File: config.mk
export PLATFORM = sky130hd
export DESIGN_NAME = cam_frame_profiler_flat
export DESIGN_NICKNAME = d
export VERILOG_FILES = /design/src/rtl/cam_frame_profiler_if.sv /design/src/rtl/cam_frame_profiler.sv /design/src/flat_wrapper.sv
export SDC_FILE = /design/constraint.sdc
export NUM_CORES = 1
export LEC_CHECK = 0
export CAP_MARGIN = 20
export CORE_ASPECT_RATIO = 0.75
export CORE_MARGIN = 2
export CORE_UTILIZATION = 35
export CTS_CLUSTER_DIAMETER = 60
export DETAILED_ROUTE_END_ITERATION = 16
export HOLD_SLACK_MARGIN = 0.12
export SETUP_SLACK_MARGIN = 0.5
export SYNTH_ARGS = -nofsm -noshare
export SYNTH_HDL_FRONTEND = slang
export SYNTH_SLANG_ARGS = --single-unit
File: constraint.sdc
create_clock -name pclk -period 6.3 [get_ports pclk]
set_clock_uncertainty 0.2 [all_clocks]
set_input_delay 1.26 -clock pclk [delete_from_list [all_inputs] [get_ports pclk]]
set_output_delay 1.26 -clock pclk [all_outputs]
set_load 0.005 [all_outputs]
File: src/rtl/cam_frame_profiler_if.sv
// Camera strobe inputs and measurement results of cam_frame_profiler.
interface cam_frame_profiler_if #(
  parameter int unsigned BYTE_W = 20,
  parameter int unsigned LINE_W = 12
);
  logic              href;
  logic              vsync;
  logic              arm;
  logic [BYTE_W-1:0] frame_bytes;
  logic [BYTE_W-1:0] line_bytes;
  logic [LINE_W-1:0] line_count;
  logic              line_mismatch;
  logic              overflow;
  logic              result_valid;
  logic              done_pulse;
  logic              busy;

  modport master (
    output href, vsync, arm,
    input  frame_bytes, line_bytes, line_count, line_mismatch,
    input  overflow, result_valid, done_pulse, busy
  );

  modport slave (
    input  href, vsync, arm,
    output frame_bytes, line_bytes, line_count, line_mismatch,
    output overflow, result_valid, done_pulse, busy
  );
endinterface

File: src/rtl/cam_frame_profiler.sv
// Measures camera frame geometry (bytes, first-line length, line count,
// line-length consistency) between consecutive vsync frame edges.
module cam_frame_profiler #(
  parameter int unsigned BYTE_W         = 20,
  parameter int unsigned LINE_W         = 12,
  parameter bit          VSYNC_ACT_HIGH = 1'b1,
  parameter bit          CONTINUOUS     = 1'b0
) (
  input  logic                pclk,
  input  logic                reset,
  cam_frame_profiler_if.slave bus
);

  localparam logic [1:0] IDLE  = 2'd0;
  localparam logic [1:0] SYNC  = 2'd1;
  localparam logic [1:0] COUNT = 2'd2;
  localparam logic [1:0] DONE  = 2'd3;

  logic [1:0]        state, state_nxt;
  logic              href_d, vs_act_d;
  logic              vs_act, frame_edge, line_end, byte_stb;

  logic [BYTE_W-1:0] cur_line, cur_frame, first_line;
  logic [LINE_W-1:0] cur_lines;
  logic              first_seen, mm, ovf;
  logic [BYTE_W-1:0] cur_line_nxt, cur_frame_nxt, first_line_nxt;
  logic [LINE_W-1:0] cur_lines_nxt;
  logic              first_seen_nxt, mm_nxt, ovf_nxt;
  logic              clear_work;

  logic [BYTE_W-1:0] frame_bytes, line_bytes;
  logic [LINE_W-1:0] line_count;
  logic              line_mismatch, overflow, result_valid, done_pulse, busy;

  assign bus.frame_bytes   = frame_bytes;
  assign bus.line_bytes    = line_bytes;
  assign bus.line_count    = line_count;
  assign bus.line_mismatch = line_mismatch;
  assign bus.overflow      = overflow;
  assign bus.result_valid  = result_valid;
  assign bus.done_pulse    = done_pulse;
  assign bus.busy          = busy;

  // Strobe decode: polarity-normalised vsync, frame edge, line end, byte strobe.
  always_comb begin
    vs_act     = VSYNC_ACT_HIGH ? bus.vsync : ~bus.vsync;
    frame_edge = vs_act & ~vs_act_d;
    line_end   = href_d & ~bus.href;
    byte_stb   = bus.href & ~vs_act;
  end

  // State register.
  always_ff @(posedge pclk) begin
    if (reset) state <= IDLE;
    else       state <= state_nxt;
  end

  // Next-state logic; arm only matters in single-shot mode.
  always_comb begin
    state_nxt = state;
    case (state)
      IDLE:    if (CONTINUOUS || bus.arm) state_nxt = SYNC;
      SYNC:    if (frame_edge) state_nxt = COUNT;
      COUNT:   if (frame_edge && !CONTINUOUS) state_nxt = DONE;
      DONE:    if (bus.arm && !CONTINUOUS) state_nxt = SYNC;
      default: state_nxt = IDLE;
    endcase
  end

  // Saturating work counters; a line end in the edge cycle is folded in here.
  always_comb begin
    cur_line_nxt   = cur_line;
    cur_frame_nxt  = cur_frame;
    cur_lines_nxt  = cur_lines;
    first_line_nxt = first_line;
    first_seen_nxt = first_seen;
    mm_nxt         = mm;
    ovf_nxt        = ovf;
    if (byte_stb) begin
      if (&cur_line) ovf_nxt = 1'b1;
      else           cur_line_nxt = cur_line + BYTE_W'(1);
      if (&cur_frame) ovf_nxt = 1'b1;
      else            cur_frame_nxt = cur_frame + BYTE_W'(1);
    end
    if (line_end) begin
      if (&cur_lines) ovf_nxt = 1'b1;
      else            cur_lines_nxt = cur_lines + LINE_W'(1);
      if (!first_seen) begin
        first_line_nxt = cur_line;
        first_seen_nxt = 1'b1;
      end else if (cur_line != first_line) begin
        mm_nxt = 1'b1;
      end
      cur_line_nxt = '0;
    end
    clear_work = (state == SYNC) || ((state == COUNT) && frame_edge);
  end

  // Work counters, result registers and status flags.
  always_ff @(posedge pclk) begin
    if (reset) begin
      href_d        <= 1'b0;
      vs_act_d      <= 1'b1;
      cur_line      <= '0;
      cur_frame     <= '0;
      cur_lines     <= '0;
      first_line    <= '0;
      first_seen    <= 1'b0;
      mm            <= 1'b0;
      ovf           <= 1'b0;
      frame_bytes   <= '1;
      line_bytes    <= '1;
      line_count    <= '1;
      line_mismatch <= 1'b0;
      overflow      <= 1'b0;
      result_valid  <= 1'b0;
      done_pulse    <= 1'b0;
      busy          <= 1'b0;
    end else begin
      href_d     <= bus.href;
      vs_act_d   <= vs_act;
      done_pulse <= 1'b0;
      busy       <= (state_nxt == SYNC) || (state_nxt == COUNT);
      if ((state == COUNT) && frame_edge) begin
        frame_bytes   <= cur_frame_nxt;
        line_bytes    <= first_line_nxt;
        line_count    <= cur_lines_nxt;
        line_mismatch <= mm_nxt;
        overflow      <= ovf_nxt;
        result_valid  <= 1'b1;
        done_pulse    <= 1'b1;
      end
      if ((state == DONE) && bus.arm && !CONTINUOUS) result_valid <= 1'b0;
      if (clear_work) begin
        cur_line   <= '0;
        cur_frame  <= '0;
        cur_lines  <= '0;
        first_line <= '0;
        first_seen <= 1'b0;
        mm         <= 1'b0;
        ovf        <= 1'b0;
      end else if (state == COUNT) begin
        cur_line   <= cur_line_nxt;
        cur_frame  <= cur_frame_nxt;
        cur_lines  <= cur_lines_nxt;
        first_line <= first_line_nxt;
        first_seen <= first_seen_nxt;
        mm         <= mm_nxt;
        ovf        <= ovf_nxt;
      end
    end
  end

endmodule

File: src/flat_wrapper.sv
// flat-port wrapper written by rule: the top's interface ports become plain ports
module cam_frame_profiler_flat 
#(
  parameter int unsigned BYTE_W         = 20,
  parameter int unsigned LINE_W         = 12,
  parameter bit          VSYNC_ACT_HIGH = 1'b1,
  parameter bit          CONTINUOUS     = 1'b0
)
  (pclk, reset, bus_href, bus_vsync, bus_arm, bus_frame_bytes, bus_line_bytes, bus_line_count, bus_line_mismatch, bus_overflow, bus_result_valid, bus_done_pulse, bus_busy);
  cam_frame_profiler_if #(.BYTE_W(BYTE_W), .LINE_W(LINE_W)) bus_i ();
  input  logic pclk;
  input  logic reset;
  input wire logic [$bits(bus_i.href)-1:0] bus_href;
  input wire logic [$bits(bus_i.vsync)-1:0] bus_vsync;
  input wire logic [$bits(bus_i.arm)-1:0] bus_arm;
  output wire logic [$bits(bus_i.frame_bytes)-1:0] bus_frame_bytes;
  output wire logic [$bits(bus_i.line_bytes)-1:0] bus_line_bytes;
  output wire logic [$bits(bus_i.line_count)-1:0] bus_line_count;
  output wire logic [$bits(bus_i.line_mismatch)-1:0] bus_line_mismatch;
  output wire logic [$bits(bus_i.overflow)-1:0] bus_overflow;
  output wire logic [$bits(bus_i.result_valid)-1:0] bus_result_valid;
  output wire logic [$bits(bus_i.done_pulse)-1:0] bus_done_pulse;
  output wire logic [$bits(bus_i.busy)-1:0] bus_busy;
  assign bus_i.href = bus_href;
  assign bus_i.vsync = bus_vsync;
  assign bus_i.arm = bus_arm;
  assign bus_frame_bytes = bus_i.frame_bytes;
  assign bus_line_bytes = bus_i.line_bytes;
  assign bus_line_count = bus_i.line_count;
  assign bus_line_mismatch = bus_i.line_mismatch;
  assign bus_overflow = bus_i.overflow;
  assign bus_result_valid = bus_i.result_valid;
  assign bus_done_pulse = bus_i.done_pulse;
  assign bus_busy = bus_i.busy;
  cam_frame_profiler #(.BYTE_W(BYTE_W), .LINE_W(LINE_W), .VSYNC_ACT_HIGH(VSYNC_ACT_HIGH), .CONTINUOUS(CONTINUOUS)) u_core (.pclk(pclk), .reset(reset), .bus(bus_i));
endmodule
=== Word-level counts from Yosys, hierarchy flattened ===
Index checks and enable logic that the tools add are counted.

* Bitwise logic cells: 6
* Add/subtract/negate cells: 3
* Muxes and demuxes: 22
* Reduce and logical (&&, ||, !) cells: 14
* Equal/unequal tests: 7

{| class="wikitable"
|+ Operator list
! kind !! count
|-
| 20-bit two-way mux || 7
|-
| 20-bit by 1-bit adder with 20-bit output, second input constant || 2
|-
| 20-bit AND reduction || 2
|-
| 12-bit two-way mux || 2
|-
| 20-bit inequality test || 1
|-
| 12-bit by 1-bit adder with 12-bit output, second input constant || 1
|-
| 12-bit AND reduction || 1
|-
| 1-bit two-way mux || 9
|-
| 2-bit == test, second input constant || 3
|-
| 2-bit two-way mux || 3
|-
| 2-bit case mux with 3 select lines || 1
|-
| 2-bit OR reduction || 3
|-
| 2-bit by 1-bit == test with 1-bit output, second input constant || 2
|-
| 1-bit bitwise AND || 3
|-
| 1-bit NOT || 3
|-
| 3-bit AND reduction || 1
|-
| 1-bit logical AND || 2
|-
| 2-bit logical NOT || 1
|-
| 1-bit logical OR || 2
|-
| 2-bit by 1-bit inequality test with 1-bit output, second input constant || 1
|-
| 2-bit AND reduction || 1
|-
| 2-bit nonzero test || 1
|}

* Bits in registers: 136
* Word-level logic and storage cells: 70
* Output and inout bits: 57
* Input bits: 5

=== Logic depth before layout (Yosys ltp) ===
* Word-level depth: 6
* Mapped depth: 10
* Mapped depth without buffers: 7

=== Least setup slack after synthesis ===
Ideal clock, no wire load.

* Path kind: input to register
* Start point: input bus_vsync
* End point: register u_core.cur_line[15]
* Path buffers: 1
* Arrival time: 2.504 ns
* Stages on the path: 6
* Slack: 3.526 ns
* Library setup time: 0.071 ns
* Required time: 6.029 ns
* Cells stage by stage: and3b_1 > buf_4 > o2111ai_1 > a21o_1 > or4_1 > a21oi_1

* Cells in the longest elaborated chain, start to end: 4
* Elaborated cells on any way between the ends: 8
* Those cells by class: 3 x bitwise; 5 x reduce/logical

{| class="wikitable"
|+ Ends and longest elaborated chain
! item !! RTL line !! source
|-
| start: declaration || flat_wrapper.sv:14 || <nowiki>input wire logic [$bits(bus_i.vsync)-1:0] bus_vsync;</nowiki>
|-
| 1-bit NOT / 1-bit bitwise AND (equally long branches) || cam_frame_profiler.sv:49, cam_frame_profiler.sv:47 ||
|-
| 1-bit bitwise AND / 1-bit logical AND (equally long branches) || cam_frame_profiler.sv:49, cam_frame_profiler.sv:96 ||
|-
| 2-bit nonzero test (no line) / 1-bit logical OR (equally long branches) || -- ||
|-
| 3-bit AND reduction (no line) / 2-bit OR reduction (equally long branches) || -- ||
|-
| end signal: assignment || cam_frame_profiler.sv:143 || <nowiki>cur_line <= cur_line_nxt;</nowiki>
|-
| end: declaration || cam_frame_profiler.sv:23 || <nowiki>logic [BYTE_W-1:0] cur_line, cur_frame, first_line;</nowiki>
|}

Several ways; a longest one is shown, not always the timed one.
A chain may end at the register's enable or synchronous reset.

=== Worst setup path after layout ===
* Start point: input bus_href
* End point: register u_core.first_line[1]

* Cells in the longest elaborated chain, start to end: 3

{| class="wikitable"
|+ Ends and longest elaborated chain
! item !! RTL line !! source
|-
| start: declaration || flat_wrapper.sv:13 || <nowiki>input wire logic [$bits(bus_i.href)-1:0] bus_href;</nowiki>
|-
| 1-bit NOT || cam_frame_profiler.sv:48 || <nowiki>line_end = href_d & ~bus.href;</nowiki>
|-
| 1-bit bitwise AND || cam_frame_profiler.sv:48 ||
|-
| 20-bit two-way mux || cam_frame_profiler.sv:85 || <nowiki>if (line_end) begin</nowiki>
|-
| end signal: assignment || cam_frame_profiler.sv:146 || <nowiki>first_line <= first_line_nxt;</nowiki>
|-
| end: declaration || cam_frame_profiler.sv:23 ||
|}

No other way between the ends.

==> metrics.csv <==
stage;metric;value;unit
clock_tree;clk slew on worst S/H paths;0.06;ns
setup_path;ordered cell list for the critical path;clkdlybuf4s50_1, nand2b_1, buf_4, nor2_1, buf_4, and2_1, nand2_1, a21oi_1;
synth;Synth area leader;dfxtp_1;
run_status;run status;complete, no violations;
final_layout;ant diodes;0;
synth;mapped cell area;6370;sq um
final_layout;nets;823;
setup_path;r2r worst-path depth;8;
synth;Mapped Cells;787;
timing;Hold Fails Final Rpt;0;
synth;Post-synth EDFFs;0;
timing;Max Slew Vio Count;0;
clock_tree;Root Driver;clkbuf_16;
min_path;Hold Path Depth;2;
global_routing;vias in the first global route;5117;
setup_path;R2R Path End;u_core.cur_line[15]$_SDFFE_PP0P_;
setup_path;CP top delay family;simple AND/OR/NAND/NOR gates;
timing;Tcrit/Tclk final;56.0;%
setup_path;CP required;6.45;ns
setup_path;Critical Path Slowest Stage Cell;and2_1;
placement;DP HPWL;11100;um
final_layout;fillers;1772;
power_and_ir_drop;PwrDens;286;nW/um^2
min_path;Hold Path End;u_core.bus.line_mismatch$_SDFFE_PP0P_;
routing;wire per inst;15.6;um
clock_tree;H-tree levels;4;
timing;unrepaired setup endpoints after global routing;false;
setup_path;FF-to-FF setup slack;3.20;ns
placement;IO Port Bufs;61;
placement;RD Place Congestion;0.782;
floorplanning;Die H;121;um
min_path;Min-Delay Path Class;register to register;
setup_path;Worst setup EP type;register;
clock_tree;cts bufs inserted;17;
run;max-cap viol count;0;
routing;drt pass-1 iters;5;
min_path;hold path startpoint;u_core.mm$_SDFFE_PP0P_;
synth;Ys Warns;0;
setup_path;Startpoint Class;primary input;
power_and_ir_drop;leak pwr;2.90;nW
setup_path;WP depth;8;
placement;placed cells;1034;
final_layout;area delta synth->final;20.6;%
floorplanning;Die X;160;um
synth;ys async rst share;0;%
synth;Mean Syn Cell Area;8.09;sq um
setup_path;WS Path Type;primary input to register;
floorplanning;core area;17700;sq um
final_layout;share of cells above drive strength 1;6.55;%
synth;Synth cell types;55;
floorplanning;row cnt;42;
floorplanning;Starting Density;36.0;%
timing;Finish-stage setup viols;0;
setup_path;Critical Path AT;3.67;ns
clock_tree;clock buffer depth;2;
routing;DRT iter0 DRCs;354;
timing;Final min period;3.52;ns
timing;achievable frequency;0.284;GHz
routing;routed wire length;16700;um
clock_tree;hold_buf cts;0;
clock_tree;number of setup buffers added after CTS;0;
floorplanning;I/O Pins;62;
clock_tree;CTS tree;built;
synth;sequential share of the synthesized area;42.8;%
timing;Worst Tran Pin Value;0.974;ns
global_routing;largest net degree at the start of global routing;73;
synth;top cells by area, synth;dfxtp_1 43%, nand2_1 6.0%, xor2_1 5.5%;
setup_path;Worst Path Buf+Inv;3;
synth;Net Count, Synth;798;
global_routing;first-pass GRT wire length;27500;um
routing;total number of vias;5556;
global_routing;initial antenna violation count;0;
global_routing;grt total ovfl;0;
global_routing;all-layer global routing usage;17.7;%
synth;Main synth FF type;dfxtp_1;
setup_path;worst-path fanout max;22;
floorplanning;Die ar.;19300;sq um
final_layout;final cell count without fillers;1067;
setup_path;r2r startpoint;u_core.state[0]$_SDFF_PP0_;
setup_path;slowest cell delay on critical path;0.67;ns
clock_tree;Num Clock Sinks;136;
clock_tree;PostCTS Resize Cnt;0;
routing;Antenna Violating Nets Remaining;0;
timing;normalized max-slew margin;35.0;%
power_and_ir_drop;Peak VDD IR;0.150;mV
setup_path;CP most frequent cell;buf_4;
timing;Fin Setup TNS;0;ns
routing;via/cell ratio;5.21;
synth;FF+latch count, synth;136;
clock_tree;clock latency on the worst-skew pair;0.42;ns
synth;area fraction of the dominant cell type after synthesis;42.8;%
routing;DRC;0;
## worst min-delay path, stage by stage, from the launching register on
cell	delay [ns]
dfxtp_1	0.30
inv_1	0.06
a31oi_1	0.06
## worst max-delay path by stage
stage | from | end | slack [ns]
finish | bus_href | u_core.first_line[1]$_SDFFE_PP0P_ | 2.78
global route | bus_href | u_core.first_line[19]$_SDFFE_PP0P_ | 2.50
CTS | bus_vsync | u_core.cur_line[17]$_SDFFE_PP0P_ | 2.72
detailed placement | bus_vsync | u_core.cur_line[17]$_SDFFE_PP0P_ | 2.30
global placement | reset | u_core.bus.line_count[3]$_SDFFE_PP1P_ | 2.37
floorplan | bus_vsync | u_core.cur_line[15]$_SDFFE_PP0P_ | 3.53
## routing by layer
layer	vias up	global-route usage (%)	wire, um
met4	0	5.57	228
met3	17	3.26	740
met5	-	0	0
met2	132	24.1	6420
met1	2581	27.6	9300
li1	2826	-	-
## per-stage QoR
| stage | instance area [sq um] | worst slack (ns) | util (%) | hold slack, ns | total power [W] |
|---|---|---|---|---|---|
| after CTS | 7650 | 2.72 | 43.2 | 0.268 | 0.00221 |
| after global routing | 7680 | 2.50 | 43.4 | 0.278 | 0.00229 |
| final | 7680 | 2.78 | 43.4 | 0.263 | 0.00220 |
| after global placement | 7070 | 2.37 | 39.9 | 0.244 | 0.00122 |
| after detailed placement | 7070 | 2.30 | 39.9 | 0.259 | 0.00122 |
| after floorplan | 6370 | 3.53 | - | 0.231 | 0.00111 |
## state kept, by name, summed over array words and instances, names as in the netlist
name / count
u_core.cur_line: 20
u_core.href_d: 1
u_core.ovf: 1
u_core.bus.result_valid: 1
u_core.bus.done_pulse: 1
u_core.bus.busy: 1
u_core.vs_act_d: 1
u_core.cur_frame: 20
u_core.bus.line_count: 12
u_core.first_line: 20
u_core.first_seen: 1
u_core.bus.line_bytes: 20
u_core.bus.overflow: 1
u_core.mm: 1
u_core.cur_lines: 12
u_core.bus.line_mismatch: 1
u_core.bus.frame_bytes: 20
u_core.state: 2
## synthesized netlist by cell type (4+ instances only)
master	count
dfxtp_1	136
nand2_1	102
nor2_1	85
nor3_1	57
a21oi_1	52
clkbuf_1	44
xor2_1	40
nand3_1	36
o21ai_0	25
o311ai_0	20
buf_2	15
nand4_1	15
and3_1	14
inv_1	11
or3_1	11
xnor2_1	10
mux2i_1	9
nor4_1	9
o211ai_1	8
a211oi_1	6
ha_1	6
o31ai_1	6
nand2b_1	5
or4_1	5
a31oi_1	4
and2_1	4
and4_1	4
o211ai_2	4
## report_power, final
group	internal, W	switching, W
sequential	0.000892	0.0000257
clock	0.000603	0.000390
combinational	0.000106	0.000183
## kinds of logic after synthesis
| group | synth area share (%) |
|---|---|
| simple gates | 27.7 |
| compound gates | 14.9 |
| flops | 42.8 |
| buf+inv | 4.95 |
| xor+xnor | 6.88 |
| mux | 1.59 |
| fa+ha+maj | 1.18 |
## cells in the final DEF (no fill, tap or decap), types with 9 or more instances in the layout
cell / netlist / routed
dfxtp_1: 136 / 136
nand2_1: 102 / 102
nor2_1: 85 / 85
clkdlybuf4s50_1: 0 / 61
nor3_1: 57 / 57
a21oi_1: 52 / 52
xor2_1: 40 / 40
nand3_1: 36 / 36
o21ai_0: 25 / 25
o311ai_0: 20 / 20
clkbuf_16: 0 / 17
nand4_1: 15 / 15
and3_1: 14 / 14
inv_1: 11 / 11
or3_1: 11 / 11
xnor2_1: 10 / 10
mux2i_1: 9 / 9
nor4_1: 9 / 9
## layout make-up
class,instances,area [sq um],area share [%]
Multi-Input combinational cell,576,3330,43.4
Sequential cell,136,2720,35.5
Timing Repair Buffer,70,698,9.09
Clock buffer,21,460,6.00
Tap cell,242,303,3.94
Clock inverter,11,123,1.60
Inverter,11,41.3,0.538
Note: power is estimated with default switching activity, not from simulation.
